===== config.mk =====
export PLATFORM = sky130hd
export DESIGN_NAME = pdp_pool1d_engine
export DESIGN_NICKNAME = d
export VERILOG_FILES = /design/src/rtl/pdp_pool_pkg.sv /design/src/rtl/pdp_pool1d_lane_reduce.sv /design/src/rtl/pdp_pool1d_engine.sv
export SDC_FILE = /design/constraint.sdc
export NUM_CORES = 1
export LEC_CHECK = 0
export BUFFER_PORTS_ARGS = -buffer_cell sky130_fd_sc_hd__buf_2
export CORE_ASPECT_RATIO = 0.9
export CORE_MARGIN = 3
export CORE_UTILIZATION = 32
export DETAILED_ROUTE_END_ITERATION = 10
export GPL_TIMING_DRIVEN = 0
export PLACE_DENSITY = 0.56
export SETUP_SLACK_MARGIN = 0.2
export SLEW_MARGIN = 20
export SYNTH_ARGS = -nofsm -noshare
export SYNTH_HDL_FRONTEND = slang
export SYNTH_SLANG_ARGS = --single-unit

===== constraint.sdc =====
create_clock -name nvdla_core_clk -period 66.2 [get_ports nvdla_core_clk]
set_input_delay 6.62 -clock nvdla_core_clk [delete_from_list [all_inputs] [get_ports nvdla_core_clk]]
set_output_delay 6.62 -clock nvdla_core_clk [all_outputs]
set_load 0.01 [all_outputs]

===== src/rtl/pdp_pool_pkg.sv =====
`default_nettype none
// ============================================================================
//  Module      : pdp_pool_pkg
//  Description : Shared encodings for the PDP 1D pooling engine: pooling
//                operation codes, control states and history depth.
//  Revision    : 1.0 - initial release
// ============================================================================
package pdp_pool_pkg;

   localparam int HIST_DEPTH = 8;

   typedef enum logic [1:0] {
      POOL_SUM = 2'd0,
      POOL_MAX = 2'd1,
      POOL_MIN = 2'd2
   } pool_type_e;

   typedef enum logic [1:0] {
      IDLE  = 2'd0,
      RUN   = 2'd1,
      DRAIN = 2'd2,
      DONE  = 2'd3
   } pool_state_e;

endpackage
`default_nettype wire


===== src/rtl/pdp_pool1d_lane_reduce.sv =====
`default_nettype none
// ============================================================================
//  Module      : pdp_pool1d_lane_reduce
//  Description : Combinational reduction of one channel lane over the window
//                entries. Entries flagged invalid are padding: they add
//                pad_value in sum mode and are skipped in max/min mode.
//  Revision    : 1.0 - initial release
// ============================================================================
module pdp_pool1d_lane_reduce
   import pdp_pool_pkg::*;
#(
   parameter int DW     = 8,
   parameter int OW_EXT = 6
) (
   input  logic [1:0]               pool_type,
   input  logic [HIST_DEPTH*DW-1:0] ent,
   input  logic [HIST_DEPTH-1:0]    ent_valid,
   input  logic [2:0]               pad_cnt,
   input  logic [DW+OW_EXT-1:0]     pad_value,
   output logic [DW+OW_EXT-1:0]     result
);

   localparam int EW = DW + OW_EXT;

   logic signed [EW-1:0] w_ext [HIST_DEPTH];
   logic signed [EW-1:0] w_max;
   logic signed [EW-1:0] w_min;
   logic        [EW-1:0] w_sum;
   logic        [EW-1:0] w_pad_term;
   logic                 w_have;

   // Sign-extend entries, then form sum, max and min in one pass
   always_comb begin
      w_max  = '0;
      w_min  = '0;
      w_have = 1'b0;
      // pad_value * pad_cnt via shift-add (pad_cnt is 0..7)
      w_pad_term = (pad_cnt[0] ? pad_value : '0)
                 + (pad_cnt[1] ? {pad_value[EW-2:0], 1'b0} : '0)
                 + (pad_cnt[2] ? {pad_value[EW-3:0], 2'b0} : '0);
      w_sum = w_pad_term;
      for (int i = 0; i < HIST_DEPTH; i++) begin
         w_ext[i] = {{OW_EXT{ent[i*DW+DW-1]}}, ent[i*DW +: DW]};
         if (ent_valid[i]) begin
            w_sum = w_sum + w_ext[i];
            if (!w_have || (w_ext[i] > w_max)) w_max = w_ext[i];
            if (!w_have || (w_ext[i] < w_min)) w_min = w_ext[i];
            w_have = 1'b1;
         end
      end
   end

   // Select the requested operation; the reserved code falls back to sum
   always_comb begin
      case (pool_type)
         POOL_MAX: result = w_max;
         POOL_MIN: result = w_min;
         default:  result = w_sum;
      endcase
   end

endmodule
`default_nettype wire


===== src/rtl/pdp_pool1d_engine.sv =====
`default_nettype none
// ============================================================================
//  Module      : pdp_pool1d_engine
//  Description : Horizontal pooling over a stream of multi-lane beats with
//                configurable kernel, stride, left pad and line count. One
//                pooled beat per output position, single output slot.
//  Revision    : 1.0 - initial release
// ============================================================================
module pdp_pool1d_engine
   import pdp_pool_pkg::*;
#(
   parameter int THROUGHPUT = 1,
   parameter int DW         = 8,
   parameter int OW_EXT     = 6
) (
   input  logic                             nvdla_core_clk,
   input  logic                             nvdla_core_rstn,
   input  logic                             cfg_op_en,
   input  logic [1:0]                       cfg_pool_type,
   input  logic [2:0]                       cfg_kernel_w,
   input  logic [2:0]                       cfg_stride_w,
   input  logic [2:0]                       cfg_pad_left,
   input  logic [12:0]                      cfg_in_width,
   input  logic [12:0]                      cfg_out_width,
   input  logic [12:0]                      cfg_lines,
   input  logic [DW+OW_EXT-1:0]             cfg_pad_value,
   input  logic [THROUGHPUT*DW-1:0]         in_pd,
   input  logic                             in_valid,
   output logic                             in_ready,
   output logic [THROUGHPUT*(DW+OW_EXT)-1:0] out_pd,
   output logic                             out_valid,
   input  logic                             out_ready,
   output logic                             op_done
);

   localparam int EW = DW + OW_EXT;

   pool_state_e                r_state, w_state_nxt;
   logic [1:0]                 r_pool_type;
   logic [2:0]                 r_k, r_s, r_pl;          // K-1, S-1, PL
   logic [12:0]                r_w, r_ow, r_lines;      // W-1, OW-1, L-1
   logic [EW-1:0]              r_pad_value;
   logic [12:0]                r_line, r_x;             // line index, next input position
   logic [13:0]                r_out_cnt;               // outputs loaded in this line
   logic signed [16:0]         r_win_base;              // b of the next output window
   logic [THROUGHPUT*DW-1:0]   r_hist [HIST_DEPTH];     // [0] = most recent beat
   logic                       r_out_valid;
   logic [THROUGHPUT*EW-1:0]   r_out_pd;

   logic                       w_slot_free, w_more, w_last_out, w_accept;
   logic                       w_load, w_line_end, w_op_start;
   logic signed [16:0]         w_x_s, w_win_end, w_top;
   logic signed [16:0]         w_pos [HIST_DEPTH];
   logic [HIST_DEPTH-1:0]      w_valid;
   logic [2:0]                 w_pad_cnt;
   logic [THROUGHPUT*EW-1:0]   w_red;

   assign w_slot_free = ~r_out_valid | out_ready;
   assign w_more      = (r_out_cnt <= {1'b0, r_ow});
   assign w_last_out  = (r_out_cnt == {1'b0, r_ow});
   assign w_x_s       = $signed({4'b0, r_x});
   assign w_win_end   = r_win_base + $signed({14'b0, r_k});
   assign in_ready    = (r_state == RUN) & w_slot_free;
   assign w_accept    = in_valid & in_ready;
   assign out_valid   = r_out_valid;
   assign out_pd      = r_out_pd;
   assign op_done     = (r_state == DONE) & ~r_out_valid;

   // Control state register
   always_ff @(posedge nvdla_core_clk or negedge nvdla_core_rstn) begin
      if (!nvdla_core_rstn) r_state <= IDLE;
      else                  r_state <= w_state_nxt;
   end

   // Next state, window completion and line-end decisions
   always_comb begin
      w_state_nxt = r_state;
      w_load      = 1'b0;
      w_line_end  = 1'b0;
      w_op_start  = 1'b0;
      case (r_state)
         IDLE: begin
            if (cfg_op_en) begin
               w_op_start  = 1'b1;
               w_state_nxt = RUN;
            end
         end
         RUN: begin
            if (w_accept) begin
               w_load = w_more && (w_x_s == w_win_end);
               if (r_x == r_w) begin
                  if (!w_more || (w_load && w_last_out)) w_line_end  = 1'b1;
                  else                                   w_state_nxt = DRAIN;
               end
            end
         end
         DRAIN: begin
            if (w_slot_free) begin
               w_load     = 1'b1;
               w_line_end = w_last_out;
            end
         end
         default: begin
            if (!r_out_valid) w_state_nxt = IDLE;
         end
      endcase
      if (w_line_end) w_state_nxt = (r_line == r_lines) ? DONE : RUN;
   end

   // Window membership of each entry; entry i sits at position top-i
   always_comb begin
      w_top     = (r_state == DRAIN) ? $signed({4'b0, r_w}) : w_x_s;
      w_pad_cnt = 3'd0;
      for (int i = 0; i < HIST_DEPTH; i++) begin
         w_pos[i]   = w_top - 17'(i);
         w_valid[i] = (w_pos[i] >= r_win_base) && (w_pos[i] >= 17'sd0);
         if ((i <= int'(r_k)) && !w_valid[i]) w_pad_cnt = w_pad_cnt + 3'd1;
      end
   end

   // Per-lane window entries: in RUN the incoming beat closes the window
   for (genvar l = 0; l < THROUGHPUT; l++) begin : g_lane
      logic [HIST_DEPTH*DW-1:0] w_lane_ent;

      // Gather this lane's slice of the window
      always_comb begin
         w_lane_ent[DW-1:0] = (r_state == DRAIN) ? r_hist[0][l*DW +: DW] : in_pd[l*DW +: DW];
         for (int i = 1; i < HIST_DEPTH; i++) begin
            w_lane_ent[i*DW +: DW] = (r_state == DRAIN) ? r_hist[i][l*DW +: DW]
                                                        : r_hist[i-1][l*DW +: DW];
         end
      end

      pdp_pool1d_lane_reduce #(.DW(DW), .OW_EXT(OW_EXT)) u_reduce (
         .pool_type (r_pool_type),
         .ent       (w_lane_ent),
         .ent_valid (w_valid),
         .pad_cnt   (w_pad_cnt),
         .pad_value (r_pad_value),
         .result    (w_red[l*EW +: EW])
      );
   end

   // Configuration capture, position/window counters and beat history
   always_ff @(posedge nvdla_core_clk or negedge nvdla_core_rstn) begin
      if (!nvdla_core_rstn) begin
         r_pool_type <= '0;
         r_k         <= '0;
         r_s         <= '0;
         r_pl        <= '0;
         r_w         <= '0;
         r_ow        <= '0;
         r_lines     <= '0;
         r_pad_value <= '0;
         r_line      <= '0;
         r_x         <= '0;
         r_out_cnt   <= '0;
         r_win_base  <= '0;
         for (int i = 0; i < HIST_DEPTH; i++) r_hist[i] <= '0;
      end else if (w_op_start) begin
         r_pool_type <= cfg_pool_type;
         r_k         <= cfg_kernel_w;
         r_s         <= cfg_stride_w;
         r_pl        <= cfg_pad_left;
         r_w         <= cfg_in_width;
         r_ow        <= cfg_out_width;
         r_lines     <= cfg_lines;
         r_pad_value <= cfg_pad_value;
         r_line      <= '0;
         r_x         <= '0;
         r_out_cnt   <= '0;
         r_win_base  <= -$signed({14'b0, cfg_pad_left});
         for (int i = 0; i < HIST_DEPTH; i++) r_hist[i] <= '0;
      end else begin
         if (w_accept) begin
            r_hist[0] <= in_pd;
            for (int i = 1; i < HIST_DEPTH; i++) r_hist[i] <= r_hist[i-1];
            r_x <= r_x + 13'd1;
         end
         if (w_load) begin
            r_out_cnt  <= r_out_cnt + 14'd1;
            r_win_base <= r_win_base + $signed({14'b0, r_s}) + 17'sd1;
         end
         // A new line starts from a clean history so no window spans lines
         if (w_line_end) begin
            r_line     <= r_line + 13'd1;
            r_x        <= '0;
            r_out_cnt  <= '0;
            r_win_base <= -$signed({14'b0, r_pl});
            for (int i = 0; i < HIST_DEPTH; i++) r_hist[i] <= '0;
         end
      end
   end

   // Single output slot; holds its value until accepted downstream
   always_ff @(posedge nvdla_core_clk or negedge nvdla_core_rstn) begin
      if (!nvdla_core_rstn) begin
         r_out_valid <= 1'b0;
         r_out_pd    <= '0;
      end else if (w_load) begin
         r_out_valid <= 1'b1;
         r_out_pd    <= w_red;
      end else if (out_ready) begin
         r_out_valid <= 1'b0;
      end
   end

endmodule
`default_nettype wire


## Word-level counts from Yosys, hierarchy flattened

Index checks and enable logic that the tools add are counted.

| storage, ports and cells | value |
|---|---|
| register bits after elaboration | 202 |
| input port bits | 77 |
| output and inout port bits | 17 |
| word-level logic and storage cells | 265 |

| cells by class | value |
|---|---|
| add/sub/neg operators | 32 |
| magnitude comparators | 38 |
| equal/unequal tests | 15 |
| multiplexer cells | 99 |
| bitwise logic cells | 5 |
| reductions and logical operators | 53 |

Operators by type and width:

| operator | count |
|---|---|
| 2-to-1 mux 14 bit | 43 |
| 2-to-1 mux 64 bit | 3 |
| adder 14 bit | 10 |
| greater-or-equal comparator 14 x 17 -> 1 bit | 8 |
| greater-or-equal comparator 14 x 1 -> 1 bit, second input constant | 7 |
| greater-than comparator 8 x 14 -> 1 bit | 7 |
| less-than comparator 8 x 14 -> 1 bit | 7 |
| 2-to-1 mux 13 bit | 6 |
| 2-to-1 mux 8 bit | 8 |
| subtractor 13 x 3 -> 14 bit, second input constant | 4 |
| 2-to-1 mux 17 bit | 3 |
| adder 17 x 4 -> 17 bit | 2 |
| negator 3 -> 17 bit | 2 |
| one-hot mux 14 bit (2 select lines) | 1 |
| subtractor 13 x 2 -> 14 bit, second input constant | 2 |
| adder 13 x 1 -> 13 bit, second input constant | 2 |
| == test 13 bit | 2 |
| adder 3 x 1 -> 3 bit, second input constant | 7 |
| 2-to-1 mux 3 bit | 7 |
| 2-to-1 mux 1 bit | 18 |
| adder 17 x 2 -> 17 bit, second input constant | 1 |
| == test 14 x 17 -> 1 bit | 1 |
| logical AND 1 bit | 17 |
| zero test 1 bit | 15 |
| other kinds (25) | 59 |

## Depth between registers and ports, before layout

| depth | value |
|---|---|
| depth in word-level cells | 40 |
| depth in mapped cells | 101 |
| gate-level depth less buffers | 89 |

## Modules after synthesis

A second synthesis with hierarchy kept.

| unflattened totals | value |
|---|---|
| cell total of the unflattened synthesis | 3380 |
| area, all modules | 26412.8 um^2 |

Modules (own cells, without submodules):

| module | times used | cells each | area an instance (um^2) | sequential area each (um^2) |
|---|---|---|---|---|
| pdp_pool1d_engine | 1 | 1838 | 15625.0 | 5054.8 |
| pdp_pool1d_lane_reduce | 1 | 1542 | 10787.8 | 0.0 |

## Least setup slack after synthesis

No wires, ideal clock.

| timing | value |
|---|---|
| path kind | register -> register |
| start | register r_state[0] |
| end | register r_out_pd[13], in the netlist out_pd[13] |
| setup time | 0.094 ns |
| data arrival time | 21.519 ns |
| data required time | 66.106 ns |
| slack | 44.587 ns |
| cell stages (with the launch flop) | 92 |
| path buffers | 13 |
| period minus slack after synthesis | 21.613 ns |
| cell sequence | dfrtp_1 > inv_1 > ha_1 > buf_2 > buf_2 > buf_1 > buf_1 > buf_1 > clkbuf_1 > buf_1 > clkbuf_1 > buf_1 > mux2i_1 > ha_1 > clkbuf_1 > inv_1 > nor4_1 > o21ai_0 > [... 56 more ...] > ha_1 > o21a_1 > nor2_1 > xnor2_1 > mux2_2 > ha_1 > inv_1 > o21bai_1 > a21oi_1 > xnor2_1 > nand2_1 > xnor2_1 > xnor2_1 > xnor3_1 > xnor2_1 > xnor2_1 > xnor2_1 > a211oi_1 |

| on the way | value |
|---|---|
| cells in the longest elaborated chain, start to end | 40 |
| elaborated cells on any way between the ends | 168 |
| those cells by class | add/sub: 24; order compare: 30; eq/ne: 2; mux: 67; bitwise: 2; reduce/logical: 43 |

RTL lines:

| item | line | source |
|---|---|---|
| start, declared | pdp_pool1d_engine.sv:38 | `pool_state_e r_state, w_state_nxt;` |
| start signal, assigned | pdp_pool1d_engine.sv:72 | `else r_state <= w_state_nxt;` |
| == test 2 bit | n/a |  |
| 2-to-1 mux 13 bit | pdp_pool1d_engine.sv:112 | `w_top = (r_state == DRAIN) ? $signed({4'b0, r_w}) : w_x_s;` |
| subtractor 13 x 1 -> 14 bit | pdp_pool1d_engine.sv:115 | `w_pos[i] = w_top - 17'(i);` |
| greater-or-equal comparator 14 x 17 -> 1 bit or greater-or-equal comparator 14 x 1 -> 1 bit (tied branches) | pdp_pool1d_engine.sv:116 | `w_valid[i] = (w_pos[i] >= r_win_base) && (w_pos[i] >= 17'sd0);` |
| logical AND 1 bit | pdp_pool1d_engine.sv:116 |  |
| zero test 1 bit | pdp_pool1d_engine.sv:117 | `if ((i <= int'(r_k)) && !w_valid[i]) w_pad_cnt = w_pad_cnt + 3'd1;` |
| logical AND 1 bit | pdp_pool1d_engine.sv:117 |  |
| 2-to-1 mux 3 bit | pdp_pool1d_engine.sv:117 |  |
| [... 24 more ...] | n/a |  |
| 2-to-1 mux 14 bit | pdp_pool1d_lane_reduce.sv:44 | `if (ent_valid[i]) begin` |
| adder 14 bit | pdp_pool1d_lane_reduce.sv:45 | `w_sum = w_sum + w_ext[i];` |
| 2-to-1 mux 14 bit | pdp_pool1d_lane_reduce.sv:44 |  |
| adder 14 bit | pdp_pool1d_lane_reduce.sv:45 |  |
| 2-to-1 mux 14 bit | pdp_pool1d_lane_reduce.sv:44 |  |
| adder 14 bit | pdp_pool1d_lane_reduce.sv:45 |  |
| 2-to-1 mux 14 bit | pdp_pool1d_lane_reduce.sv:44 |  |
| one-hot mux 14 bit (2 select lines) | pdp_pool1d_lane_reduce.sv:55 | `case (pool_type)` |
| end signal, assigned | pdp_pool1d_engine.sv:202 | `r_out_pd <= w_red;` |
| end, declared | pdp_pool1d_engine.sv:48 | `logic [THROUGHPUT*EW-1:0] r_out_pd;` |

Parallel ways exist; a longest one is shown, timed or not.
A chain may end at the register's enable or synchronous reset.

## Worst setup path in the final report

Ends and elaborated chain as after synthesis.

==> summary.md <==
| Metric | Value |
|---|---|
| Initial drt markers | 1619 |
| Number of synthesized flops with an enable pin | 0 |
| Vias in the first global route | 21700 |
| Yosys warning count | 0 |
| DP HPWL | 65.9 mm |
| DRC violations left | 0 |
| Layout cells sized above 1 | 0.0872 |
| Synth Area in Compound Gates | 0.185 |
| Crit Path Class | register to register |
| RSZ-0062 raised after global routing | false |
| Total GRT Usage | 0.192 |
| Largest net degree at the start of global routing | 89 |
| Initial core utilization | 0.325 |
| Setup_tns | 0 ns |
| Die H | 274 microns |
| Via count | 22900 |
| Post-DRT Antenna Nets | 0 |
| GP Congestion | 0.918 |
| DR WL/cell | 18.5 microns |
| Simple-gate share of the synthesized area | 0.179 |
| Synth Area in XOR/XNOR | 0.0987 |
| Std cell rows | 97 |
| Worst-skew pair later-pin latency | 0.58 ns |
| Maximum fanout along the worst path | 11 |
| Post-synthesis instance total | 3221 |
| Post-layout nets | 3819 |
| Hold Fails Final Rpt | 0 |
| CTS buffer count | 25 |
| Syn Nets | 3696 |
| Worst Tran Pin Value | 1.20 ns |
| Flops & latches, synth | 202 |
| Crit-path max cell delay | 0.82 ns |
| CTS Root Cell | clkbuf_16 |
| Main flop type after synthesis | dfrtp_1 |
| Post-CTS resize count | 0 |
| Setup repair bufs after CTS | 0 |
| Final setup viols | 0 |
| CTS tree | built |
| H-tree Lvls | 1 |
| Worst-case clock buffer depth | 3 |
| Core area | 0.0783 sq mm |
| Critical path launch point type | register |
| Vias per inst | 5.21 |
| GRT overflow | 0 |
| Async SR Flop Fraction | 1.00 |
| First-pass GRT wire length | 126 mm |
| Initial antenna violation count | 0 |
| Max Cap Viol | 0 |
| Adder-Cell Fraction of Synth Area | 0.203 |
| Filler cells | 8281 |
| Slew Limit Fails | 0 |
| Clock-pin slew on the worst setup and hold paths | 0.06 ns |
| Crit path arrival time | 27.90 ns |
| Area growth syn-to-layout | 10.5% |
| Relative slew slack | 0.180 |
| Run status | finished clean |
| Ant diodes | 0 |
| Die ar. | 0.0830 sq mm |
| Synthesized area per cell | 7.91 sq um |
| Crit path top cell by count | ha_1 |
| Mux cell area share after synthesis | 0.0836 |
| Final Skew | 0.0342 ns |
| Largest family of logic cells by synthesized area | adder cells |
| Period minus WS final | 27.49 ns |
| Port Buffers | 93 |
| # IOs | 94 |
| Pre-antenna DRT Iters | 7 |
| Synth unique cells | 89 |
| Critical-path top delay cell | mux2i_2 |
| WL final | 81.5 mm |
| Tightest Hold Check Type | register to register |
| Clock sinks | 202 |
| Max Clock Freq | 36.4 MHz |
| Hold_buf cts | 0 |
| Register area share after synthesis | 0.198 |
| Worst Path Required | 66.61 ns |
| Mapped cell area | 0.0255 sq mm |
| Worst Setup End Kind | register |
| Period utilization | 0.415 |
| Die width | 303 microns |
[state kept, by name, summed over array words and instances (netlist names)]
signal,flops
out_valid,1
out_pd,14
r_lines,13
r_x,13
r_win_base,17
r_state,2
r_pool_type,2
r_pad_value,14
r_hist,64
r_pl,3
r_w,13
r_ow,13
r_out_cnt,14
r_s,3
r_line,13
r_k,3
[worst max-delay path, delay by kind of cell (launching register included)]
family | cells | cell delay (ns)
xor gates and xnor gates | 18 | 3.68
buffers and inverters | 22 | 7.69
DFF | 1 | 0.41
muxes | 9 | 3.13
adders and majority gates | 20 | 6.17
AOI/OAI and AO/OA | 15 | 3.26
and+or+nand+nor | 13 | 2.93
[routing by layer]
layer  wire, microns  global-route usage
met5               0                   0
met3            5290              0.0341
met1           40200               0.284
met2           34300               0.291
met4            1660              0.0391
[cell families after synthesis]
kind of cell / after synthesis
muxes: 197
DFF: 202
buffers and inverters: 352
adders and majority gates: 400
xor gates and xnor gates: 283
AOI/OAI and AO/OA: 751
and+or+nand+nor: 1036
[through the flow]
stage	hold WS, ns	cell area, sq um	std cells	setup WS [ns]	util
after floorplan	0.446	25500	3221	44.59	-
after detailed placement	0.483	27300	4356	38.94	0.349
final	0.492	28100	4400	38.71	0.359
after global routing	0.506	28100	4400	36.79	0.359
after CTS	0.498	28100	4400	38.77	0.359
after global placement	0.468	27200	4353	38.75	0.348
[final cells by class]
type                            instances  area, sq um  area share
Clock buffer                           36          697      0.0248
Multi-Input combinational cell       2667        19100       0.679
Clock inverter                          8         96.3     0.00342
Sequential cell                       202         5050       0.180
Buffer                                116          449      0.0160
Tap cell                             1039         1300      0.0462
Inverter                              236          886      0.0315
Timing Repair Buffer                   96          538      0.0191
[layout by cell type, fill, tap and decap left out, types with 6 or more instances in the layout]
cell type	synthesis	final
nand3_1	62	62
xnor2_1	223	223
o21ai_0	120	119
nand4_1	34	34
buf_2	5	97
mux2_2	116	116
and2_1	28	28
buf_1	15	15
nor3_1	33	32
a31oi_1	9	8
or2_2	8	8
a21o_1	58	58
clkbuf_16	0	25
fa_1	22	22
or3_1	13	13
a21oi_1	312	311
o31ai_1	10	10
clkbuf_1	95	103
nor4_1	15	15
xor2_1	57	57
o21a_1	42	42
o211ai_1	10	10
nor2_1	253	253
inv_1	230	230
and3_1	24	24
o22ai_1	17	17
a211o_1	6	6
ha_1	376	376
dfrtp_1	202	202
mux2i_1	78	75
nor2b_1	28	28
a211oi_1	9	9
o21bai_1	78	78
nand2_1	490	490
nand2b_1	24	24
[worst paths after layout]
check | start | endpoint | slack, ns | cells past startpoint
min reg2reg | r_pad_value[13] | r_pad_value[13] | 0.49 | 2
max reg2reg | r_state[0] | out_pd[13] | 38.71 | 97
max | r_state[0] | out_pd[13] | 38.71 | 97
min in group asynchronous | nvdla_core_rstn | out_pd[12] | 5.98 | 1
min | r_pad_value[13] | r_pad_value[13] | 0.49 | 2
max in group asynchronous | nvdla_core_rstn | r_pad_value[0] | 59.00 | 3
[synthesized netlist by cell type, drive strengths merged, types with 5 or more instances]
| library cell | count | area [sq um] |
|---|---|---|
| nand2b | 24 | 150 |
| nand2 | 490 | 1840 |
| a31o | 5 | 43.8 |
| a21o | 58 | 435 |
| o31ai | 10 | 75.1 |
| xnor2 | 224 | 1970 |
| a211o | 6 | 52.6 |
| a41oi | 6 | 71.3 |
| and3 | 24 | 150 |
| and2 | 29 | 181 |
| nor3 | 34 | 175 |
| or3 | 14 | 92.6 |
| a31oi | 9 | 56.3 |
| dfrtp | 202 | 5050 |
| a21oi | 312 | 1560 |
| inv | 233 | 875 |
| fa | 22 | 440 |
| o22ai | 17 | 106 |
| o211ai | 12 | 100 |
| buf | 21 | 92.6 |
| nand3 | 62 | 310 |
| mux2 | 119 | 1350 |
| ha | 376 | 4700 |
| o221ai | 6 | 58.8 |
| xor2 | 57 | 499 |
| nor2b | 28 | 175 |
| nor4 | 15 | 93.8 |
| o21bai | 78 | 586 |
| nand4 | 34 | 213 |
| clkbuf | 95 | 357 |
| mux2i | 78 | 781 |
| a211oi | 11 | 92.6 |
| nor2 | 253 | 950 |
| or2 | 8 | 50.1 |
| o21ai | 125 | 629 |
| o21a | 42 | 315 |
Power is left out: the tool's default activity adds up to more than one toggle a clock period on the data nets, which glitch-free logic cannot reach.
